**src/rtl/floo_sched_pkg.sv**
```systemverilog
// Shared types and default timing constants for the cluster run controller.
package floo_sched_pkg;

  typedef enum logic [2:0] {
    SchedIdle,
    SchedRelease,
    SchedRun,
    SchedDrain,
    SchedDone,
    SchedTimeout
  } sched_state_e;

  localparam int unsigned DefaultStaggerCycles = 4;
  localparam int unsigned DefaultDrainCycles   = 100;

endpackage

```
**src/rtl/floo_sched_find_next.sv**
```systemverilog
// Finds the lowest set bit of en_i strictly above ptr_i (or from bit 0 when first_i).
module floo_sched_find_next #(
  parameter int unsigned NumBits = 32,
  parameter int unsigned PtrW    = 5
) (
  input  logic [NumBits-1:0] en_i,
  input  logic [PtrW-1:0]    ptr_i,
  input  logic               first_i,
  output logic [PtrW-1:0]    idx_o,
  output logic               valid_o
);

  always_comb begin
    idx_o   = '0;
    valid_o = 1'b0;
    for (int unsigned i = 0; i < NumBits; i++) begin
      if (!valid_o && en_i[i] && (first_i || (i > 32'(ptr_i)))) begin
        idx_o   = PtrW'(i);
        valid_o = 1'b1;
      end
    end
  end

endmodule

```
**src/rtl/floo_cluster_sched.sv**
```systemverilog
// Staggered cluster release, sticky completion capture, timeout and drain sequencing.
module floo_cluster_sched
  import floo_sched_pkg::*;
#(
  parameter int unsigned NumClusters   = 32,
  parameter int unsigned StaggerCycles = DefaultStaggerCycles,
  parameter int unsigned DrainCycles   = DefaultDrainCycles,
  parameter int unsigned CntWidth      = 32
) (
  input  logic                             clk_i,
  input  logic                             rst_ni,
  input  logic                             start_i,
  input  logic                             clear_i,
  input  logic [NumClusters-1:0]           enable_i,
  input  logic [CntWidth-1:0]              timeout_i,
  input  logic [NumClusters-1:0]           eoc_i,
  output logic [NumClusters-1:0]           fetch_en_o,
  output logic                             busy_o,
  output logic                             done_o,
  output logic                             timeout_o,
  output logic [NumClusters-1:0]           done_mask_o,
  output logic [$clog2(NumClusters+1)-1:0] num_done_o,
  output logic [CntWidth-1:0]              cycles_o
);

  localparam int unsigned PtrW = (NumClusters > 1) ? $clog2(NumClusters) : 1;
  localparam int unsigned NdW  = $clog2(NumClusters + 1);

  sched_state_e           state_q;
  logic [NumClusters-1:0] en_q, fetch_en_q, done_mask_q;
  logic [PtrW-1:0]        ptr_q;
  logic [CntWidth-1:0]    scnt_q, dcnt_q, cycles_q;
  logic [NdW-1:0]         num_done_q;
  logic                   busy_q, done_q, timeout_q;

  logic [PtrW-1:0]        next_idx, first_idx;
  logic                   next_valid, first_valid;
  logic [NumClusters-1:0] mask_next;
  logic [NdW-1:0]         pop_next;
  logic [CntWidth-1:0]    cycles_inc;
  logic                   timeout_hit, mask_full, next_full;

  floo_sched_find_next #(.NumBits(NumClusters), .PtrW(PtrW)) i_find_next (
    .en_i(en_q), .ptr_i(ptr_q), .first_i(1'b0), .idx_o(next_idx), .valid_o(next_valid)
  );

  floo_sched_find_next #(.NumBits(NumClusters), .PtrW(PtrW)) i_find_first (
    .en_i(enable_i), .ptr_i('0), .first_i(1'b1), .idx_o(first_idx), .valid_o(first_valid)
  );

  always_comb begin
    mask_next   = done_mask_q | (eoc_i & fetch_en_q & en_q);
    mask_full   = (done_mask_q & en_q) == en_q;
    next_full   = (mask_next & en_q) == en_q;
    timeout_hit = (timeout_i != '0) && (cycles_q == timeout_i - CntWidth'(1));
    cycles_inc  = (cycles_q == '1) ? cycles_q : cycles_q + CntWidth'(1);
    pop_next    = '0;
    for (int unsigned i = 0; i < NumClusters; i++) begin
      pop_next = pop_next + NdW'(mask_next[i]);
    end
  end

  always_ff @(posedge clk_i) begin
    if (!rst_ni) begin
      state_q     <= SchedIdle;
      en_q        <= '0;
      fetch_en_q  <= '0;
      done_mask_q <= '0;
      num_done_q  <= '0;
      ptr_q       <= '0;
      scnt_q      <= '0;
      dcnt_q      <= '0;
      cycles_q    <= '0;
      busy_q      <= 1'b0;
      done_q      <= 1'b0;
      timeout_q   <= 1'b0;
    end else begin
      case (state_q)
        SchedIdle: begin
          if (start_i) begin
            en_q        <= enable_i;
            fetch_en_q  <= '0;
            done_mask_q <= '0;
            num_done_q  <= '0;
            cycles_q    <= '0;
            busy_q      <= 1'b1;
            if (!first_valid) begin
              state_q <= SchedDrain;
              dcnt_q  <= '0;
            end else begin
              state_q <= SchedRelease;
              ptr_q   <= first_idx;
              scnt_q  <= '0;
            end
          end
        end
        SchedRelease: begin
          cycles_q    <= cycles_inc;
          done_mask_q <= mask_next;
          num_done_q  <= pop_next;
          if (timeout_hit) begin
            state_q   <= SchedTimeout;
            busy_q    <= 1'b0;
            done_q    <= 1'b1;
            timeout_q <= 1'b1;
          end else if (scnt_q == '0) begin
            fetch_en_q[ptr_q] <= 1'b1;
            if (next_valid) begin
              ptr_q  <= next_idx;
              scnt_q <= CntWidth'(StaggerCycles - 1);
            end else begin
              state_q <= SchedRun;
            end
          end else begin
            scnt_q <= scnt_q - CntWidth'(1);
          end
        end
        SchedRun: begin
          cycles_q    <= cycles_inc;
          done_mask_q <= mask_next;
          num_done_q  <= pop_next;
          // Drain length is preloaded so DONE always lands DrainCycles+1 edges
          // after the last capture, whether or not it raced the timeout.
          if (mask_full) begin
            state_q <= SchedDrain;
            dcnt_q  <= CntWidth'(1);
          end else if (timeout_hit) begin
            if (next_full) begin
              state_q <= SchedDrain;
              dcnt_q  <= '0;
            end else begin
              state_q   <= SchedTimeout;
              busy_q    <= 1'b0;
              done_q    <= 1'b1;
              timeout_q <= 1'b1;
            end
          end
        end
        SchedDrain: begin
          cycles_q <= cycles_inc;
          if (dcnt_q == CntWidth'(DrainCycles)) begin
            state_q <= SchedDone;
            busy_q  <= 1'b0;
            done_q  <= 1'b1;
          end else begin
            dcnt_q <= dcnt_q + CntWidth'(1);
          end
        end
        SchedDone, SchedTimeout: begin
          if (clear_i) begin
            state_q     <= SchedIdle;
            fetch_en_q  <= '0;
            done_mask_q <= '0;
            num_done_q  <= '0;
            cycles_q    <= '0;
            done_q      <= 1'b0;
            timeout_q   <= 1'b0;
          end
        end
        default: state_q <= SchedIdle;
      endcase
    end
  end

  assign fetch_en_o  = fetch_en_q;
  assign done_mask_o = done_mask_q;
  assign num_done_o  = num_done_q;
  assign cycles_o    = cycles_q;
  assign busy_o      = busy_q;
  assign done_o      = done_q;
  assign timeout_o   = timeout_q;

endmodule

```
**config.mk**
```make
export PLATFORM = sky130hd
export DESIGN_NAME = floo_cluster_sched
export DESIGN_NICKNAME = d
export VERILOG_FILES = /design/src/rtl/floo_sched_pkg.sv /design/src/rtl/floo_sched_find_next.sv /design/src/rtl/floo_cluster_sched.sv
export SDC_FILE = /design/constraint.sdc
export NUM_CORES = 1
export LEC_CHECK = 0
export ABC_AREA = 1
export BUFFER_PORTS_ARGS = -buffer_cell sky130_fd_sc_hd__buf_2
export CAP_MARGIN = 0
export CORE_MARGIN = 5
export CORE_UTILIZATION = 64
export DETAILED_ROUTE_END_ITERATION = 8
export HOLD_SLACK_MARGIN = 0.03
export PLACE_DENSITY_LB_ADDON = 0.3
export REMOVE_ABC_BUFFERS = 1
export SYNTH_ARGS = -nofsm -noshare
export SYNTH_HDL_FRONTEND = slang
export SYNTH_HIERARCHICAL = 1
export SYNTH_SLANG_ARGS = --single-unit
```
**constraint.sdc**
```tcl
create_clock -name clk_i -period 11.6 [get_ports clk_i]
set_input_delay 1.16 -clock clk_i [delete_from_list [all_inputs] [get_ports clk_i]]
set_output_delay 1.16 -clock clk_i [all_outputs]
set_load 0.02 [all_outputs]
```
After elaboration in Yosys (flattened, before gate mapping)
Index checks and enable logic that the tools add are counted.
{ "classes": {"add_sub_neg": 35, "n_lt_le_gt_ge": 33, "n_eq_ne": 29, "muxes": 183, "n_bitwise": 6, "n_reduce_logical": 180} }
{ "ops": {"columns": ["cell", "n"], "rows": [
  ["2-to-1 mux 32 bit", 16],
  ["one-hot mux 32 bit (3 select lines)", 4],
  ["2-to-1 mux 5 bit", 65],
  ["adder 6 x 1 -> 6 bit", 26],
  ["AND 32 bit", 4],
  ["== test 32 bit", 3],
  ["logical AND 1 bit", 94],
  ["greater-than comparator 5 bit, first input constant", 16],
  ["2-to-1 mux 1 bit", 78],
  ["adder 32 x 1 -> 32 bit, second input constant", 2],
  ["bitwise OR 32 bit", 2],
  ["one-hot mux 32 bit (2 select lines)", 1],
  ["subtractor 32 x 1 -> 32 bit, second input constant", 2],
  ["logical NOT 1 bit", 61],
  ["greater-than comparator 4 x 5 -> 1 bit, first input constant", 8],
  ["== test 32 bit, second input constant", 1],
  ["== test 32 x 7 -> 1 bit, second input constant", 1],
  ["logical NOT 32 bit", 1],
  ["nonzero test 32 bit", 1],
  ["2-to-1 mux 3 bit", 9],
  ["inequality test 2 bit, second input constant", 13],
  ["AND reduction 6 bit", 4],
  ["greater-than comparator 3 x 5 -> 1 bit, first input constant", 4],
  ["one-hot mux 6 bit (3 select lines)", 1],
  ["other kinds (33)", 49]
]} }
{ "word_totals": {"ff_bits": 209, "output_inout_bits": 105, "wordCells": 478} }

Longest topological paths before layout
Gate-level depths: netlist (run 1).
{ "depth": {"word_depth": 127, "ltp_mapped": 33, "ltp_nobuf": 32} }

Cells and area by module
The synthesis (run 1) kept the hierarchy.
{ "modules_own_cells": {"columns": ["mod", "n_inst", "cells_per_inst", "area_each_um2", "seq_area_each_um2"], "rows": [
  ["floo_cluster_sched", 1, 2065, 13226.4, 4184.0],
  ["floo_sched_find_next at i_find_next", 1, 215, 1142.3, 0.0],
  ["floo_sched_find_next at i_find_first", 1, 205, 1069.8, 0.0]
]} }

Worst setup path before layout (run 1)
OpenSTA, ideal clock, no wires.
{ "synth_timing": {"kind": "in2reg", "startpoint": "input eoc_i[5]", "endpoint": "register num_done_q[4] (netlist: num_done_o[4])", "t_arrival_ns": 5.594, "t_required_ns": 11.530, "path_slack_ns": 5.936, "cell_stages": 18, "path_cell_list": "nand2_1 o21ai_0 inv_1 fa_1 fa_1 fa_1 inv_1 fa_1 fa_1 fa_1 ha_1 fa_1 nand2_1 nand2_1 a21oi_1 or2_2 nand3_1 a21oi_1"} }
{ "synth_between": {"elab_chain_cells": 31} }
{ "synth_lines": {"columns": ["element", "line_no", "rtl"], "rows": [
  ["start, declared", "floo_cluster_sched.sv:16", "input logic [NumClusters-1:0] eoc_i,"],
  ["AND 32 bit (2 in a row)", "floo_cluster_sched.sv:52", "mask_next = done_mask_q | (eoc_i & fetch_en_q & en_q);"],
  ["bitwise OR 32 bit", "floo_cluster_sched.sv:52", null],
  ["adder 5 x 1 -> 6 bit", "floo_cluster_sched.sv:59", "pop_next = pop_next + NdW'(mask_next[i]);"],
  ["adder 6 x 1 -> 6 bit (26 in a row)", "floo_cluster_sched.sv:59", null],
  ["one-hot mux 6 bit (3 select lines)", "floo_cluster_sched.sv:78", "case (state_q)"],
  ["end signal, assigned", "floo_cluster_sched.sv:100", "num_done_q <= pop_next;"],
  ["end signal, assigned", "floo_cluster_sched.sv:121", "num_done_q <= pop_next;"],
  ["end, declared", "floo_cluster_sched.sv:33", "logic [NdW-1:0] num_done_q;"]
]} }
No other way between the ends.
A chain may end at the register's enable or synchronous reset.

Worst setup path in the final report (run 1)
Ends and elaborated chain as after synthesis.

==> flow_summary_export.csv, run 1 <==
group,metric,value,unit
place,port_buffers,204,
worst_setup_path,max_stage_delay,0.62,ns
clock_tree,clk_latency,0.54,ns
worst_setup_path,critical_path_class,"input pin to flip-flop",
synth,syn_inst,2485,
sta,clock.fmax,178,MHz
sta,drv_slew,0,
synth,synthAdderAreaFrac,0.0417,
worst_setup_path,cpMaxStageDelayCell,"fa_1",
worst_setup_path,crit_top_cell,"fa_1",
detailed_routing,drc,5,
layout,antennaDiodeCount,0,
floorplan,die_w,165,um
sta,timing.setup.tns,0,ns
global_route,gr-usage-all-layers,0.362,
worst_setup_path,cp-end-kind,"flip-flop",
sta,hold_ws,0.463,ns
sta,finalSetupViolCount,0,
detailed_routing,totalWireLength,50900,um
layout,area_delta_synth_final,13.9,%
worst_setup_path,critPathMaxFanout,3,
worst_setup_path,critPathArrivalTime,6.08,ns
status,violations,"DRC",
sta,tightestPinTransition,1.25,ns
layout,final_cell_mix,"nand2_1 (588), inv_1 (383), nor2_1 (304), a21oi_1 (210), dfxtp_1 (209)",
pwr,p_leak,7.84,nW
synth,synth.area.top_cells,"dfxtp_1 (27%), nand2_1 (14%), inv_1 (9.3%), nor2_1 (7.4%), a21oi_1 (6.8%)",
floorplan,dieArea,0.0273,mm^2
synth,yosys.area_share.simple,0.398,
synth,yosysTopAreaCellShare,0.271,
synth,async_flop_share,0,
worst_setup_path,cpLargestDelayFamily,"adder cells",
clock_tree,numCtsBuffers,24,
layout,drive_gt1_frac,0.148,
place,dp_slack,5.51,ns
sta,slew_headroom,0.164,
status,outcome,"complete, but fails checks",
synth,netlist_area,0.0154,mm^2
floorplan,ioPinCount,205,
detailed_routing,vias,17600,
detailed_routing,viasPerCell,5.81,
clock_tree,cts.repair.resized,0,
worst_setup_path,crit_required,12.05,ns
worst_setup_path,crit_path_start_kind,"input pin",
synth,synth_area_per_cell,6.21,um^2
synth,yosysWarnings,6,
worst_setup_path,cp.depth,19,
clock_tree,clkSinkCount,209,
synth,yosys-mux-area-fraction,0,
detailed_routing,wire_per_inst,16.8,um
detailed_routing,drtIter0Drc,1825,
clock_tree,ctsHoldBuffers,0,
clock_tree,cts_buffer_depth,3,
synth,synth_cell_types,65,
place,dp_hpwl,38700,um
place,dp_cells,2985,
global_route,gr-total-overflow,0,
clock_tree,clockRootBuffer,"clkbuf_16",
worst_hold_path,min_path_cells,2,
sta,setup_ws,5.97,ns
synth,synth_seq_area_share,0.271,
sta,rsz0062_at_grt,"no",
layout,layout.nets,2829,
global_route,grt_pass1_wl,80600,um
detailed_routing,ant_nets,0,
synth,synth-compound-area-share,0.148,
worst_setup_path,crit_buf_inv,3,
layout,final_cells,3029,
sta,fin_crit,5.63,ns
place,place_congestion,1.06,
global_route,grt_max_degree,65,
pwr,powerDensity,178,mW/mm^2
floorplan,coreArea,0.0236,mm^2
synth,synth_edf_count,0,
global_route,grt_pass1_vias,16500,
synth,ys_seq_elements,209,
pwr,vdd_drop_max,0.000178,V
floorplan,initial_core_util,0.654,
synth,ys.flop_type,"dfxtp_1",
worst_setup_path,reg2regPathDepth,18,
floorplan,rows,56,
floorplan,die_h,165,um
synth,synth_xor_area_frac,0.0247,
detailed_routing,drt_pre_antenna_iters,9,
layout,nFillCells,2059,
synth,synth_top_family_by_area,"simple AND/OR/NAND/NOR gates",
layout,final_common_cell,"nand2_1",
clock_tree,cts_tree,"done",
sta,skew,0.0360,ns
worst_setup_path,worstPathCellList,"buf_2 -> nand2_1 -> o21ai_0 -> inv_1 -> fa_1 -> fa_1 -> fa_1 -> inv_1 -> fa_1 -> fa_1 -> fa_1 -> ha_1 -> fa_1 -> nand2_1 -> nand2_1 -> a21oi_1 -> or2_2 -> nand3_1 -> a21oi_1",
worst_hold_path,min_path_type,"flip-flop to flip-flop",
sta,final_hold_viol_count,0,
clock_tree,cts_setup_buffers,0,
flow_run,max_cap_viol_count,0,
synth,synth_top_cell_by_area,"dfxtp_1",
clock_tree,clkTransAtPathRegs,0.06,ns
layout,final_core_util,0.745,
sta,fin_crit_sh,0.485,
global_route,antenna_found_initial,0,
clock_tree,htreeDepth,1,
-- layout make-up --
cell class	count	area, um^2	area share
repair buffers	213	1090	0.0619
multi-input cells	1848	9600	0.546
flip-flops and latches	209	4180	0.238
clock inverters	19	219	0.0124
well taps	319	399	0.0227
clock buffers	25	604	0.0344
inverters	396	1490	0.0849
-- cell usage after synthesis (5+ instances only) --
| cell | count |
|---|---|
| or2_2 | 15 |
| nand3_2 | 9 |
| a21oi_1 | 210 |
| nor4_1 | 29 |
| xnor2_1 | 14 |
| and3_1 | 6 |
| o31ai_1 | 7 |
| ha_1 | 13 |
| inv_2 | 7 |
| nand2_4 | 6 |
| o22ai_1 | 16 |
| fa_1 | 24 |
| a31o_2 | 5 |
| buf_4 | 6 |
| nor2_2 | 31 |
| nand3b_1 | 22 |
| nand4_2 | 8 |
| a211oi_1 | 7 |
| nor3b_1 | 5 |
| nand2_2 | 23 |
| nor2_4 | 18 |
| o21ai_1 | 5 |
| nand2_1 | 589 |
| inv_1 | 384 |
| nand4_1 | 45 |
| nor3_1 | 61 |
| o211ai_1 | 9 |
| buf_2 | 11 |
| nand3_1 | 140 |
| dfxtp_1 | 209 |
| clkbuf_1 | 38 |
| nor2_1 | 305 |
| xor2_1 | 27 |
| o21ai_0 | 119 |
-- flip-flops by register name (all words and copies together) (netlist names) --
| name | flops |
|---|---|
| ptr_q | 5 |
| fetch_en_o | 32 |
| done_mask_o | 32 |
| busy_o | 1 |
| num_done_o | 6 |
| cycles_o | 32 |
| timeout_o | 1 |
| en_q | 32 |
| dcnt_q | 32 |
| state_q | 3 |
| done_o | 1 |
| scnt_q | 32 |
-- cells by family (layout without fill, tap and decap cells) --
group                    after synthesis  count (layout)
AND/OR/NAND/NOR                     1324            1324
adder cells (fa/ha/maj)               37              37
buffers and inverters                458             653
flip-flops                           209             209
other                                  2              32
AO/OA/AOI/OAI                        413             413
XOR/XNOR                              42              42
-- layer usage --
metal / up-vias / share of wire / GRT usage
met5: - / 0 / 0
met4: 0 / 0.051 / 0.166
met3: 190 / 0.11 / 0.0529
met2: 1018 / 0.45 / 0.603
met1: 7990 / 0.39 / 0.465
li1: 8411 / - / -
-- worst register-to-register path, cell delays in order (launching register included) --
cell and delay (ns):
dfxtp_1 0.46, inv_1 0.15, o21ai_0 0.35, fa_1 0.47, inv_1 0.09, fa_1 0.45
fa_1 0.52, inv_1 0.05, fa_1 0.48, fa_1 0.54, fa_1 0.42, ha_1 0.24
fa_1 0.39, nand2_1 0.11, nand2_1 0.07, a21oi_1 0.15, or2_2 0.13, nand3_1 0.06
a21oi_1 0.17
-- report_power, final --
part | internal [mW] | switching, mW | leakage (nW)
clock network | 0.454 | 0.335 | 0.385
logic | 0.407 | 0.999 | 5.76
registers | 0.815 | 0.120 | 1.70
-- through the flow --
step / instance area [um^2] / power [mW]
2_1_floorplan: 15300 / 1.88
3_3_place_gp: 16800 / 2.25
3_5_place_dp: 16800 / 2.29
4_1_cts: 17600 / 3.08
5_1_grt: 17600 / 3.31
6_report: 17600 / 3.13
-- worst paths after layout --
check | startpoint | to | slack [ns]
worst max-delay path | eoc_i[5] | num_done_o[4]$_SDFFE_PN0P_ | 5.97
worst max register to register | en_q[0]$_SDFFE_PN0P_ | num_done_o[4]$_SDFFE_PN0P_ | 6.22
worst min-delay path | fetch_en_o[7]$_SDFFE_PN0P_ | fetch_en_o[7]$_SDFFE_PN0P_ | 0.46
worst min register to register | fetch_en_o[7]$_SDFFE_PN0P_ | fetch_en_o[7]$_SDFFE_PN0P_ | 0.46
(Power assumes the default switching activity.)
==> run 2: changes to the inputs <==
- CORE_UTILIZATION: 64 -> 59
- clock period: 11.6 -> 5.4 ns (I/O delays scaled with it)
==> flow_summary_export.csv, run 2 (synthesis results as in run 1) <==
group,metric,value,unit
global_route,antenna_found_initial,0,
floorplan,die_h,172,um
status,outcome,"completed",
place,place_area,0.0168,mm^2
clock_tree,clkSinkCount,209,
worst_setup_path,max_stage_delay,0.54,ns
global_route,grt_pass1_wl,78400,um
place,dp_hpwl,37500,um
worst_setup_path,crit_buf_inv,3,
place,place_congestion,0.992,
place,port_buffers,204,
sta,rsz0062_at_grt,"no",
detailed_routing,drtIter0Drc,1635,
worst_setup_path,crit_top_cell,"fa_1",
global_route,gr-usage-all-layers,0.324,
sta,final_hold_viol_count,0,
floorplan,die_w,172,um
detailed_routing,wire_per_inst,16.1,um
layout,antennaDiodeCount,0,
pwr,total_power,6.62,mW
floorplan,initial_core_util,0.596,
sta,finalSetupViolCount,0,
clock_tree,cts_tree,"done",
clock_tree,htreeDepth,1,
worst_setup_path,crit_path_start_kind,"flip-flop",
sta,timing.setup.tns,0,ns
pwr,vdd_drop_max,0.000266,V
floorplan,dieArea,0.0295,mm^2
layout,layout.nets,2833,
clock_tree,numCtsBuffers,24,
detailed_routing,totalWireLength,49100,um
global_route,grt_max_degree,76,
pwr,p_leak,7.87,nW
worst_setup_path,critPathMaxFanout,4,
sta,drv_slew,0,
detailed_routing,viasPerCell,5.68,
worst_setup_path,cpMaxStageDelayCell,"fa_1",
worst_setup_path,worstPathCellList,"inv_1 -> o31ai_2 -> inv_1 -> fa_1 -> fa_1 -> inv_1 -> fa_1 -> fa_1 -> fa_1 -> fa_1 -> ha_1 -> fa_1 -> nand2_1 -> nand2_1 -> a21oi_2 -> or2_2 -> nand3_1 -> a21oi_1",
clock_tree,cts_setup_buffers,0,
layout,final_common_cell,"nand2_1",
pwr,powerDensity,376,mW/mm^2
layout,drive_gt1_frac,0.147,
worst_setup_path,critical_path_class,"flip-flop to flip-flop",
worst_setup_path,crit_required,5.84,ns
detailed_routing,drt_pre_antenna_iters,6,
worst_hold_path,min_path_type,"input pin to flip-flop",
layout,stdcell_area,0.0176,mm^2
floorplan,ioPinCount,205,
worst_setup_path,critPathArrivalTime,5.56,ns
worst_setup_path,cp-end-kind,"flip-flop",
sta,fin_crit_sh,0.948,
sta,tightestPinTransition,1.22,ns
global_route,grt_pass1_vias,16200,
clock_tree,clockRootBuffer,"clkbuf_16",
clock_tree,cts_buffer_depth,3,
sta,fin_crit,5.12,ns
layout,area_delta_synth_final,14.1,%
global_route,gr-total-overflow,0,
detailed_routing,drc,0,
detailed_routing,vias,17300,
detailed_routing,ant_nets,0,
flow_run,max_cap_viol_count,0,
sta,skew,0.0111,ns
sta,clock.fmax,195,MHz
floorplan,rows,59,
floorplan,coreArea,0.0259,mm^2
sta,slew_headroom,0.182,
worst_setup_path,cpLargestDelayFamily,"adder cells",
clock_tree,clk_latency,0.53,ns
clock_tree,clkTransAtPathRegs,0.06,ns
layout,final_cell_mix,"nand2_1 (588), inv_1 (383), nor2_1 (304), a21oi_1 (209), dfxtp_1 (209)",
[run 2: cell types whose count changed in the layout (fill, tap and decap cells not counted), moves of 2 or more]
cell,before,now
o21ai_1,4,8
clkbuf_1,1,7
clkinvlp_4,6,0
clkbuf_8,0,6
buf_4,9,12
clkinv_4,3,1
o21ai_0,118,114
bufinv_16,3,1
clkinv_2,4,2
inv_6,3,0
[run 2: timing repair]
item | in CTS | in global routing
setup endpoints to repair | 0 | 2
hold buffers | 0 | 0
gates resized for setup | 0 | 6
[run 2: worst paths after layout]
kind / from / end / slack [ns] / cells after the start
hold / removal: enable_i[20] / en_q[20]$_SDFFE_PN0P_ / 0.33 / 3
setup reg to reg: en_q[27]$_SDFFE_PN0P_ / num_done_o[4]$_SDFFE_PN0P_ / 0.28 / 18
setup / recovery: en_q[27]$_SDFFE_PN0P_ / num_done_o[4]$_SDFFE_PN0P_ / 0.28 / 18
hold reg to reg: fetch_en_o[0]$_SDFFE_PN0P_ / fetch_en_o[0]$_SDFFE_PN0P_ / 0.46 / 2
[run 2: metrics by stage]
stage,utilization,worst slack [ns],hold slack (ns),instances
final,0.680,0.280,0.332,3046
after global routing,0.680,0.0445,0.345,3046
after CTS,0.680,0.179,0.317,3046
after detailed placement,0.650,-0.00189,0.454,3005
after global placement,0.650,0.0860,0.448,3005
after floorplan,-,0.310,0.457,2453
[run 2: layer usage]
metal	GRT usage	vias up	routed length (um)
li1	-	8430	-
met1	0.423	7826	20100
met2	0.524	881	21700
met3	0.0524	175	4730
met4	0.156	0	2550
met5	0	-	0
[run 2: tightest hold or removal path, cell delays in order]
cell     delay (ns)
buf_2          0.10
o21ai_0        0.08
a21oi_1        0.11
[run 2: layout make-up]
type,count,area (um^2)
timing repair buffer,217,1130
clock inverter,3,43.8
clock buffer,38,734
sequential,209,4180
tap,335,419
fill,2301,8290
multi-input combinational,1848,9610
inverter,396,1490
[run 2: where the power goes]
part	internal, mW	total [mW]	switching [mW]
Sequential	1.75	2.00	0.243
Clock	0.973	1.63	0.657
Combinational	0.896	3.00	2.10
